<file path="src/rtl/pipelined_ripple_adder_if.sv">
// Operand/result bundle for pipelined_ripple_adder.
//   master (producer/consumer side): drives en, in_valid, sub, a, b, c_in;
//                                    observes out_valid, sum, c_out, ovf.
//   slave  (adder side):             the mirror image.
interface pipelined_ripple_adder_if #(
    parameter int WIDTH = 16
);
    logic             en;
    logic             in_valid;
    logic             sub;
    logic [WIDTH-1:0] a;
    logic [WIDTH-1:0] b;
    logic             c_in;
    logic             out_valid;
    logic [WIDTH-1:0] sum;
    logic             c_out;
    logic             ovf;

    modport master (
        output en, in_valid, sub, a, b, c_in,
        input  out_valid, sum, c_out, ovf
    );

    modport slave (
        input  en, in_valid, sub, a, b, c_in,
        output out_valid, sum, c_out, ovf
    );
endinterface

</file>
<file path="src/rtl/pipelined_ripple_adder.sv">
// Pipelined ripple-carry adder/subtractor built from one-bit full-adder cells.
// The WIDTH-bit operation is cut into N = WIDTH/SEG segments; stage k ripples
// segment k and registers its carry into stage k+1 one enabled cycle later.
//   clk, rst : clock, asynchronous active-high reset
//   bus      : slave side of pipelined_ripple_adder_if
//              en (advance/stall), in_valid, sub, a, b, c_in  -> in
//              out_valid, sum, c_out, ovf                      -> out
// Result = a + b + c_in (sub=0) or a + ~b + 1 (sub=1), modulo 2^WIDTH.
// Latency N enabled edges, one operation per enabled cycle.

// One-bit full-adder cell.
module pra_fa (
    input  logic i_a,
    input  logic i_b,
    input  logic i_ci,
    output logic o_s,
    output logic o_co
);
    assign o_s  = i_a ^ i_b ^ i_ci;
    assign o_co = (i_a & i_b) | (i_ci & (i_a ^ i_b));
endmodule

module pipelined_ripple_adder #(
    parameter int WIDTH = 16,
    parameter int SEG   = 4
) (
    input  logic                    clk,
    input  logic                    rst,
    pipelined_ripple_adder_if.slave bus
);
    localparam int N = WIDTH / SEG;

    // Per-stage view of one operation. Each stage register holds the whole
    // operand/result word: operand bits above the stage act as the skew line,
    // result bits at and below it act as the deskew line. Bits a stage never
    // reads are constant-propagated away by synthesis.
    logic [WIDTH-1:0] w_ain  [N];
    logic [WIDTH-1:0] w_bin  [N];
    logic [WIDTH-1:0] w_rin  [N];
    logic             w_cin  [N];
    logic             w_vin  [N];
    logic [WIDTH-1:0] w_rout [N];

    logic [WIDTH-1:0] r_a [N];
    logic [WIDTH-1:0] r_b [N];
    logic [WIDTH-1:0] r_r [N];
    logic             r_c [N];
    logic             r_v [N];
    logic             r_ovf;

    logic [WIDTH-1:0] w_fs;
    logic [WIDTH-1:0] w_fci;
    logic [WIDTH-1:0] w_fco;
    logic             w_ovf;

    // Stage inputs: stage 0 sees the ports (b inverted and forced carry for
    // subtract), later stages see the previous stage's registers.
    always_comb begin
        w_ain[0] = bus.a;
        w_bin[0] = bus.sub ? ~bus.b : bus.b;
        w_rin[0] = '0;
        w_cin[0] = bus.sub | bus.c_in;
        w_vin[0] = bus.in_valid;
        for (int s = 1; s < N; s++) begin
            w_ain[s] = r_a[s-1];
            w_bin[s] = r_b[s-1];
            w_rin[s] = r_r[s-1];
            w_cin[s] = r_c[s-1];
            w_vin[s] = r_v[s-1];
        end
    end

    // Ripple chain: the LSB cell of each segment takes that stage's
    // registered carry instead of the neighbouring cell's carry-out.
    for (genvar i = 0; i < WIDTH; i++) begin : g_bit
        localparam int S = i / SEG;
        if (i % SEG == 0) begin : g_lsb
            assign w_fci[i] = w_cin[S];
        end else begin : g_mid
            assign w_fci[i] = w_fco[i-1];
        end
        pra_fa u_fa (
            .i_a  (w_ain[S][i]),
            .i_b  (w_bin[S][i]),
            .i_ci (w_fci[i]),
            .o_s  (w_fs[i]),
            .o_co (w_fco[i])
        );
    end

    // Each stage overlays its freshly computed segment onto the partial result.
    always_comb begin
        for (int s = 0; s < N; s++) begin
            w_rout[s] = w_rin[s];
            w_rout[s][s*SEG +: SEG] = w_fs[s*SEG +: SEG];
        end
    end

    // Signed overflow from the MSB cell, which always belongs to the last stage.
    assign w_ovf = w_fci[WIDTH-1] ^ w_fco[WIDTH-1];

    // Data registers load only behind a valid operation so bubbles leave the
    // previous result visible on the outputs.
    always_ff @(posedge clk or posedge rst) begin
        if (rst) begin
            for (int s = 0; s < N; s++) begin
                r_v[s] <= 1'b0;
                r_a[s] <= '0;
                r_b[s] <= '0;
                r_r[s] <= '0;
                r_c[s] <= 1'b0;
            end
            r_ovf <= 1'b0;
        end else if (bus.en) begin
            for (int s = 0; s < N; s++) begin
                r_v[s] <= w_vin[s];
                if (w_vin[s]) begin
                    r_a[s] <= w_ain[s];
                    r_b[s] <= w_bin[s];
                    r_r[s] <= w_rout[s];
                    r_c[s] <= w_fco[(s+1)*SEG-1];
                end
            end
            if (w_vin[N-1]) r_ovf <= w_ovf;
        end
    end

    assign bus.out_valid = r_v[N-1];
    assign bus.sum       = r_r[N-1];
    assign bus.c_out     = r_c[N-1];
    assign bus.ovf       = r_ovf;
endmodule

</file>
<file path="src/flat_wrapper.sv">
// flat-port wrapper written by rule: the top's interface ports become plain ports
module pipelined_ripple_adder_flat 
#(
    parameter int WIDTH = 16,
    parameter int SEG   = 4
)
  (clk, rst, bus_en, bus_in_valid, bus_sub, bus_a, bus_b, bus_c_in, bus_out_valid, bus_sum, bus_c_out, bus_ovf);
  pipelined_ripple_adder_if #(.WIDTH(WIDTH)) bus_i ();
  input  logic clk;
  input  logic rst;
  input wire logic [$bits(bus_i.en)-1:0] bus_en;
  input wire logic [$bits(bus_i.in_valid)-1:0] bus_in_valid;
  input wire logic [$bits(bus_i.sub)-1:0] bus_sub;
  input wire logic [$bits(bus_i.a)-1:0] bus_a;
  input wire logic [$bits(bus_i.b)-1:0] bus_b;
  input wire logic [$bits(bus_i.c_in)-1:0] bus_c_in;
  output wire logic [$bits(bus_i.out_valid)-1:0] bus_out_valid;
  output wire logic [$bits(bus_i.sum)-1:0] bus_sum;
  output wire logic [$bits(bus_i.c_out)-1:0] bus_c_out;
  output wire logic [$bits(bus_i.ovf)-1:0] bus_ovf;
  assign bus_i.en = bus_en;
  assign bus_i.in_valid = bus_in_valid;
  assign bus_i.sub = bus_sub;
  assign bus_i.a = bus_a;
  assign bus_i.b = bus_b;
  assign bus_i.c_in = bus_c_in;
  assign bus_out_valid = bus_i.out_valid;
  assign bus_sum = bus_i.sum;
  assign bus_c_out = bus_i.c_out;
  assign bus_ovf = bus_i.ovf;
  pipelined_ripple_adder #(.WIDTH(WIDTH), .SEG(SEG)) u_core (.clk(clk), .rst(rst), .bus(bus_i));
endmodule
</file>
<file path="config.mk">
export PLATFORM = sky130hd
export DESIGN_NAME = pipelined_ripple_adder_flat
export DESIGN_NICKNAME = d
export VERILOG_FILES = /design/src/rtl/pipelined_ripple_adder_if.sv /design/src/rtl/pipelined_ripple_adder.sv /design/src/flat_wrapper.sv
export SDC_FILE = /design/constraint.sdc
export NUM_CORES = 1
export LEC_CHECK = 0
export CAP_MARGIN = 30
export CORE_ASPECT_RATIO = 1.1
export CORE_MARGIN = 2
export CORE_UTILIZATION = 39
export DETAILED_ROUTE_END_ITERATION = 8
export GPL_ROUTABILITY_DRIVEN = 0
export PLACE_DENSITY = 0.62
export SLEW_MARGIN = 20
export SYNTH_ARGS = -nofsm -noshare
export SYNTH_HDL_FRONTEND = slang
export SYNTH_SLANG_ARGS = --single-unit
</file>
<file path="constraint.sdc">
create_clock -name clk -period 2.9 [get_ports clk]
set_input_delay 0.435 -clock clk [delete_from_list [all_inputs] [get_ports clk]]
set_output_delay 0.435 -clock clk [all_outputs]
set_load 0.03 [all_outputs]
</file>
==> results.cfg, run 1 <==
[outcome]
status = completed

[routing]
highest_layer = met4
via_count = 2330
drc_errors = 0
firstDrtPassIters = 4
wl_mm = 6.700
drt_iter0_drc = 74
wl_met3_microns = 290
wire_per_inst_microns = 13.04
via_per_inst = 4.533
met1Wirelength_mm = 3.306
ant_nets = 0
wl_met2_mm = 2.908

[clocking]
cts_max_level = 3
postCtsHoldBufs = 0
cts-buffers-inserted = 9
clock_latency_ps = 340
clockBufferDepth = 2
path_clk_slew_ps = 60
tritoncts = built
numClockSinks = 97
clockRootBuffer = clkbuf_16

[setup_path]
cp-end-kind = flip-flop
path_max_fanout = 1
path_class = primary input to flip-flop
critPathRequiredTime_ps = 3120
cp.arrival_ps = 2900
worst_setup_path_start_kind = primary input
r2r_slack_ps = 680

[floorplanning]
core-area_sq_um = 10910
io_pins = 57
die_w_microns = 104.7
start_util_pct = 39.87
rows = 40
die_h_microns = 114.8
dieArea_sq_um = 12020

[placed_design]
hpwl_mm = 4.715
io_buffers = 56
dp_slack_ps = -287.3

[power_and_ir_drop]
peakVddDrop_mv = 0.3164
combPwrFrac_pct = 32.2
power_frac_clock_pct = 23.3
swShare_pct = 30.74
p_int_mw = 3.257
pwr-share-seq_pct = 44.5
leakage_nw = 2.266
power_density_nw_per_um2 = 904.5
switchingPower_mw = 1.446

[logic_synthesis]
ys_types = 20
syn_nets = 376
async_flop_share_pct = 100.0
yosys_most_used_dff = dfrtp_1
yosys.area.top_type = dfrtp_1
netlist_area_sq_um = 4350
yosys.area.top_type_share_pct = 55.80
ys_ff_latch = 97
yosys_warnings = 0
synth.most_common_cell = dfrtp_1
synth_mux_area_share_pct = 18.81
synth_fa_ha_area_share_pct = 7.363
seq_area_frac_synth_pct = 55.80
yosys-top-cells-area = dfrtp_1, mux2_2, fa_1
synth_edf_count = 0
ys_top_cells_by_count = dfrtp_1, mux2_2, inv_1
synth_top_family_by_area = multiplexers
avgSynthCellArea_sq_um = 13.51
syn_inst = 322
synth_compound_area_share_pct = 5.119
synth_xor_area_share_pct = 3.422
synth-simple-area-share_pct = 1.150

[timing]
final.setup_skew_ps = 5.226
finalCritPeriodShare_pct = 92.31
rsz0062_at_grt = no
fin_setup_tns_ps = 0
slew_headroom_pct = 60.05
finalHoldViolCount = 0
fin_crit_ps = 2677
final_max_slew_viol_count = 0
tightest_slew_ps = 597.1
clock.fmax_mhz = 373.6
postLayoutSetupSlackWorst_ps = 223.1
setup_violations = 0

[finish]
nets = 416
layout-drive-gt1-share_pct = 24.25
area_growth_pct = 19.53
diodes = 0

[global_route]
grt_pass1_vias = 2408
track_usage_pct = 12.40
antenna_found_initial = 0
grt_max_degree = 98
overflow = 0
grt_pass1_wl_mm = 11.51

[min_path]
hold_class = flip-flop to flip-flop

[run]
drv_cap = 0
sequential cells by signal, indices dropped and copies added, names as in the netlist:
signal and flops:
u_core.r_r 24, u_core.bus.ovf 1, u_core.r_c 3, u_core.r_a 24, u_core.bus.sum 16, u_core.bus.out_valid 1, u_core.r_b 24, u_core.bus.c_out 1
u_core.r_v 3
layer usage:
layer,track usage [%],up-vias
li1,-,1124
met1,16.75,1147
met2,18.30,48
met3,2.834,11
met4,7.733,0
met5,0,-
cells by family after synthesis:
logic type	after synthesis
AO/OA/AOI/OAI	43
XOR/XNOR	17
adder cells (fa/ha/maj)	16
buffers and inverters	68
flip-flops	97
multiplexers	72
AND/OR/NAND/NOR	9
through the flow:
stage / hold slack (ps) / total power [mW] / instances / utilization, % / cell area [sq um]
floorplan: 474.9 / 3.258 / 322 / - / 4358
global placement: 486.8 / 3.627 / 498 / 45.10 / 4921
detailed placement: 491.7 / 3.674 / 498 / 45.10 / 4921
CTS: 503.4 / 4.778 / 514 / 47.64 / 5197
global route: 513.4 / 5.034 / 514 / 47.66 / 5200
finish: 496.6 / 4.703 / 514 / 47.66 / 5200
power by group through the flow:
stage	Clock (mW)	Combinational (mW)	Sequential, mW
6_report	1.10	1.52	2.09
5_1_grt	1.19	1.68	2.16
4_1_cts	1.13	1.55	2.10
3_5_place_dp	0	1.54	2.13
3_3_place_gp	0	1.51	2.12
2_1_floorplan	0	1.19	2.07
path summary, 6_finish.rpt:
path	to	cells after the start	startpoint
setup / recovery	u_core.r_r[51]	8	bus_b[0]
hold / removal	u_core.r_r[19]	1	u_core.r_r[19]
setup reg to reg	u_core.bus.ovf	9	u_core.r_a[28]
hold reg to reg	u_core.r_r[19]	1	u_core.r_r[19]
max in group asynchronous	u_core.r_b[52]	3	rst
min in group asynchronous	u_core.bus.sum[9]	3	rst
worst max-delay path, stage by stage:
cell,delay [ps]
clkdlybuf4s50_1,420
xnor2_1,150
fa_1,410
fa_1,390
fa_1,360
inv_1,70
fa_1,400
mux2_4,260
repair_timing:
action	in CTS	in global routing
setup buffers	0	0
gates resized for setup	0	1
setup endpoints to repair	0	1
layout make-up:
cell class,instances,area (sq um)
Fill cell,1026,5710
Sequential cell,97,2427
Clock inverter,2,12.51
Multi-Input combinational cell,157,1560
Clock buffer,14,264.0
Timing Repair Buffer,61,613.1
Tap cell,147,183.9
Inverter,36,138.9
placed cells by master, fill, tap and decap left out, drive strengths merged:
master / n
clkdlybuf4s50: 55
xor2: 1
o21ai: 7
a31oi: 6
nand2: 4
and2: 1
buf: 5
fa: 16
clkinvlp: 2
xnor2: 16
dlymetal6s2s: 1
inv: 35
nor2: 1
dfrtp: 97
mux2i: 6
mux2: 66
clkbuf: 14
a21oi: 30
nand3: 3
clkinv: 1
(Power assumes the default switching activity.)
==> run 2, diff against run 1 <==
- DONT_BUFFER_PORTS: unset -> 1
- PLACE_DENSITY: 0.62 -> 0.53
- clock period: 2.9 -> 2.91 ns (I/O delays scaled with it)
==> run 2 against run 1 <==
Cell count decreased by 12%. Clock skew grew 1.0 ps. Highest routed layer unchanged. Combinational power down 39%. Die area did not move. Critical path type unchanged. First-iteration DRC count rose by 31%.
==> results.cfg, run 2 (synthesis gave the netlist of run 1 again) <==
[clocking]
clockBufferDepth = 2
postCtsResizedCells = 0
tritoncts = built
clock_latency_ps = 340
postCtsHoldBufs = 0
cts-buffers-inserted = 9
path_clk_slew_ps = 60
clockRootBuffer = clkbuf_16
numClockSinks = 97
cts_setup_buffers = 0
cts_max_level = 3

[finish]
layout-drive-gt1-share_pct = 27.78
mostFrequentLayoutCell = dfrtp_1
area_growth_pct = 6.701
fill_cells = 1055
reg_top3 = u_core.r_a: 24 flops, u_core.r_b: 24 flops, u_core.r_r: 24 flops
diodes = 0
layout_common_cells = dfrtp_1, mux2_2, inv_1
nets = 356
fin_util_pct = 42.55

[global_route]
track_usage_pct = 12.46
grt_pass1_wl_mm = 11.67
grt_pass1_vias = 2261
antenna_found_initial = 0
grt_max_degree = 98
overflow = 0

[routing]
wl_mm = 6.807
wire_per_inst_microns = 15.03
via_per_inst = 4.753
firstDrtPassIters = 4
drc_errors = 0
via_count = 2153
drt_iter0_drc = 97
ant_nets = 0

[floorplanning]
dieArea_sq_um = 12020
start_util_pct = 39.87
die_h_microns = 114.8
rows = 40
die_w_microns = 104.7
io_pins = 57
core-area_sq_um = 10910

[setup_path]
cpMostUsedCell = fa_1
cp-end-kind = flip-flop
cp.arrival_ps = 2470
path_delay_family = adder cells
crit_chain = xnor2_1 -> fa_1 -> fa_1 -> fa_1 -> inv_1 -> fa_1 -> mux2_4
worst-path-buf-inv = 1
path_max_fanout = 17
critPathRequiredTime_ps = 3130
critPathCapture = u_core.r_r[51]
worst_setup_path_start_kind = primary input
worstReg2RegEnd = u_core.bus.ovf
cp_slowest_cell = fa_1
slowest_delay_ps = 410
path_depth = 7
critPathLaunch = bus_sub
r2r_slack_ps = 680
rr_worst_depth = 9
path_class = primary input to flip-flop
rr_startpoint = u_core.r_a[28]

[timing]
setup_violations = 0
final_max_slew_viol_count = 0
rsz0062_at_grt = no
fin_crit_ps = 2246
final.setup_skew_ps = 6.239
clock.fmax_mhz = 445.2
fin_setup_tns_ps = 0
tightest_slew_ps = 590.4
finalHoldViolCount = 0
finalCritPeriodShare_pct = 77.18
slew_headroom_pct = 60.50

[outcome]
status = completed

[run]
drv_cap = 0

[power_and_ir_drop]
leakage_nw = 2.038
power_density_nw_per_um2 = 980.8
peakVddDrop_mv = 0.3212

[placed_design]
io_buffers = 0
hpwl_mm = 4.559

[min_path]
hold_class = primary input to asynchronous set/reset pin
==> run 2: cell types whose count changed in the layout (fill, tap and decap cells not counted) <==
cell / before / now
clkdlybuf4s50_1: 55 / 0
dlymetal6s2s_1: 1 / 0
clkinvlp_4: 2 / 1
clkbuf_8: 2 / 1
clkbuf_1: 3 / 2
buf_4: 4 / 0
bufinv_16: 0 / 2
==> run 2: worst min-delay path by stage <==
stage | end
after floorplan | u_core.r_a[28]
after global placement | u_core.bus.sum[7]
after detailed placement | u_core.r_r[17]
after CTS | u_core.bus.sum[8]
after global routing | u_core.bus.sum[10]
final | u_core.bus.out_valid
==> run 2: metrics by stage <==
stage                     total power [mW]  hold slack, ps  setup slack [ps]  cells  instance area [sq um]
after floorplan                      3.247           474.9             24.01    322                   4358
after global placement               3.322           488.2             342.7    438                   4330
after detailed placement             3.361           488.6             307.8    438                   4330
after CTS                            4.616           139.4             670.6    453                   4642
after global routing                 4.864           169.2             554.0    453                   4642
final                                4.553           109.5             664.0    453                   4642
==> run 2: area by class of cell <==
| type | count | area, sq um | share of cell area [%] |
|---|---|---|---|
| Clock inverter | 3 | 65.06 | 1.402 |
| Timing Repair Buffer | 1 | 20.02 | 0.4313 |
| Sequential cell | 97 | 2427 | 52.29 |
| Inverter | 36 | 138.9 | 2.992 |
| Tap cell | 147 | 183.9 | 3.962 |
| Multi-Input combinational cell | 157 | 1560 | 33.61 |
| Clock buffer | 12 | 246.5 | 5.310 |
==> run 2: routing by layer <==
layer,vias to the layer above,part of all wire (%),GRT usage [%]
li1,1002,-,-
met3,11,6.3,3.231
met2,57,42,16.78
met4,0,2.6,7.467
met5,-,0,0
met1,1083,49,18.06
==> run 2: report_power, final <==
| group | internal (mW) | switching, mW | total, mW | leakage, nW |
|---|---|---|---|---|
| clock network | 0.771 | 0.475 | 1.25 | 0.153 |
| logic | 0.541 | 0.388 | 0.929 | 0.763 |
| registers | 1.82 | 0.555 | 2.38 | 1.12 |
| total | 3.14 | 1.42 | 4.55 | 2.04 |
==> run 3, diff against run 2 <==
- clock period: 2.91 -> 2.3 ns (I/O delays scaled with it)
==> run 3 against run 2 <==
Die area unchanged. Clock power increased by 40%. Utilization up 0.45 points. Total power is 30% higher. Worst setup slack got worse by 530 ps. Cell count grew 0.44%. Via count shrank 1.3%. Register-to-register slack got worse by 550 ps. Hold slack worse by 81 ps. Sequential power grew 26%. Critical path type is now flip-flop to flip-flop. Critical endpoint is now u_core.r_r[27].
==> results.cfg, run 3 (synthesis gave the netlist of run 1 again) <==
[placed_design]
place_inst = 439
hpwl_mm = 4.632
io_buffers = 0

[clocking]
cts_setup_buffers = 0
postCtsResizedCells = 0
tritoncts = built
clockRootBuffer = clkbuf_16
path_clk_slew_ps = 70
cts-buffers-inserted = 9
clockBufferDepth = 2
postCtsHoldBufs = 0
clock_latency_ps = 340
numClockSinks = 97
cts_max_level = 3

[timing]
fin_crit_ps = 2167
finalHoldViolCount = 0
final_max_slew_viol_count = 0
hold_ws_ps = 28.80
final.setup_skew_ps = 7.453
tightest_slew_ps = 723.9
finalCritPeriodShare_pct = 94.23
setup_violations = 0
slew_headroom_pct = 51.74
rsz0062_at_grt = yes
clock.fmax_mhz = 461.4

[floorplanning]
die_h_microns = 114.8
rows = 40
core-area_sq_um = 10910
start_util_pct = 39.87
die_w_microns = 104.7
dieArea_sq_um = 12020
io_pins = 57

[setup_path]
cp.arrival_ps = 2430
cp-end-kind = flip-flop
cp_slowest_cell = fa_1
worst_setup_path_start_kind = flip-flop
path_max_fanout = 2
slowest_delay_ps = 430
path_class = flip-flop to flip-flop
worstReg2RegEnd = u_core.r_r[27]
cpMostUsedCell = fa_1
critPathLaunch = u_core.r_a[40]
crit_chain = fa_1 -> inv_1 -> fa_1 -> inv_1 -> fa_1 -> inv_1 -> fa_1 -> a31oi_1
critPathRequiredTime_ps = 2560
rr_startpoint = u_core.r_a[40]
r2r_slack_ps = 130
rr_worst_depth = 8

[routing]
firstDrtPassIters = 4
via_count = 2125
wire_per_inst_microns = 14.82
drt_iter0_drc = 84
ant_nets = 0
via_per_inst = 4.670
wl_mm = 6.741
drc_errors = 0

[finish]
fin_cells = 455
mostFrequentLayoutCell = dfrtp_1
layout_common_cells = dfrtp_1, mux2_2, inv_1
layout-drive-gt1-share_pct = 29.87
area_growth_pct = 7.823
reg_top3 = u_core.r_a: 24 flops, u_core.r_b: 24 flops, u_core.r_r: 24 flops
nets = 357
diodes = 0

[power_and_ir_drop]
p_int_mw = 4.122
leakage_nw = 2.055
peakVddDrop_mv = 0.4383
switchingPower_mw = 1.811
combPwrFrac_pct = 19.9
pwr-share-seq_pct = 50.6
power_density_nw_per_um2 = 1265
power_frac_clock_pct = 29.4
swShare_pct = 30.52

[global_route]
grt_pass1_wl_mm = 11.87
antenna_found_initial = 0
overflow = 0
grt_max_degree = 59
grt_pass1_vias = 2225
track_usage_pct = 12.77

[min_path]
hold_class = primary input to asynchronous set/reset pin

[run]
drv_cap = 0

[outcome]
status = completed
==> run 3: cell count changes in the layout (fill, tap and decap cells not counted), sizes merged <==
cell	change
buf	+1
bufinv	+1
==> run 3: per-stage QoR <==
step	utilization (%)	power, mW	TNS [ps]	instance area [sq um]	setup slack [ps]
global placement	39.69	4.206	-93.47	4330	-93.47
floorplan	-	4.110	-378.9	4369	-378.9
global route	42.99	6.342	-27.90	4691	-27.90
detailed placement	39.69	4.253	-110.1	4330	-110.1
finish	42.99	5.933	0	4691	132.6
CTS	42.95	6.016	0	4686	64.66
==> run 3: per-layer routing <==
metal	vias up	track usage, %	share of wire (%)
met3	7	5.329	7.3
met5	-	0	0
met1	1049	17.96	49
met2	55	17.17	41
li1	1014	-	-
met4	0	5.867	2.0
==> run 3: worst max path at each step <==
stage,to,cells past startpoint
2_1_floorplan,u_core.r_r[51],9
3_3_place_gp,u_core.r_r[51],7
3_5_place_dp,u_core.r_r[51],7
4_1_cts,u_core.bus.ovf,9
5_1_grt,u_core.r_r[27],8
6_report,u_core.r_r[27],8
==> run 3: worst max-delay path, delay by kind of cell (launching register included) <==
kind	cells	cell delay (ps)
AOI/OAI and AO/OA	1	140
adders and majority gates	4	1360
buffers and inverters	3	210
DFF	1	400
==> run 3: final cells by class <==
type | instances | area [sq um]
clock buffer | 12 | 256.5
sequential | 97 | 2427
fill | 1054 | 6220
inverter | 36 | 138.9
timing repair buffer | 2 | 15.01
multi-input combinational | 157 | 1570
clock inverter | 4 | 98.84
tap | 147 | 183.9
==> run 3: power groups by stage <==
stage | combinational, mW | sequential [mW] | clock, mW
after floorplan | 1.50 | 2.61 | 0
after global placement | 1.16 | 3.04 | 0
after detailed placement | 1.20 | 3.06 | 0
after CTS | 1.20 | 3.02 | 1.79
after global routing | 1.37 | 3.10 | 1.87
final | 1.18 | 3.00 | 1.75
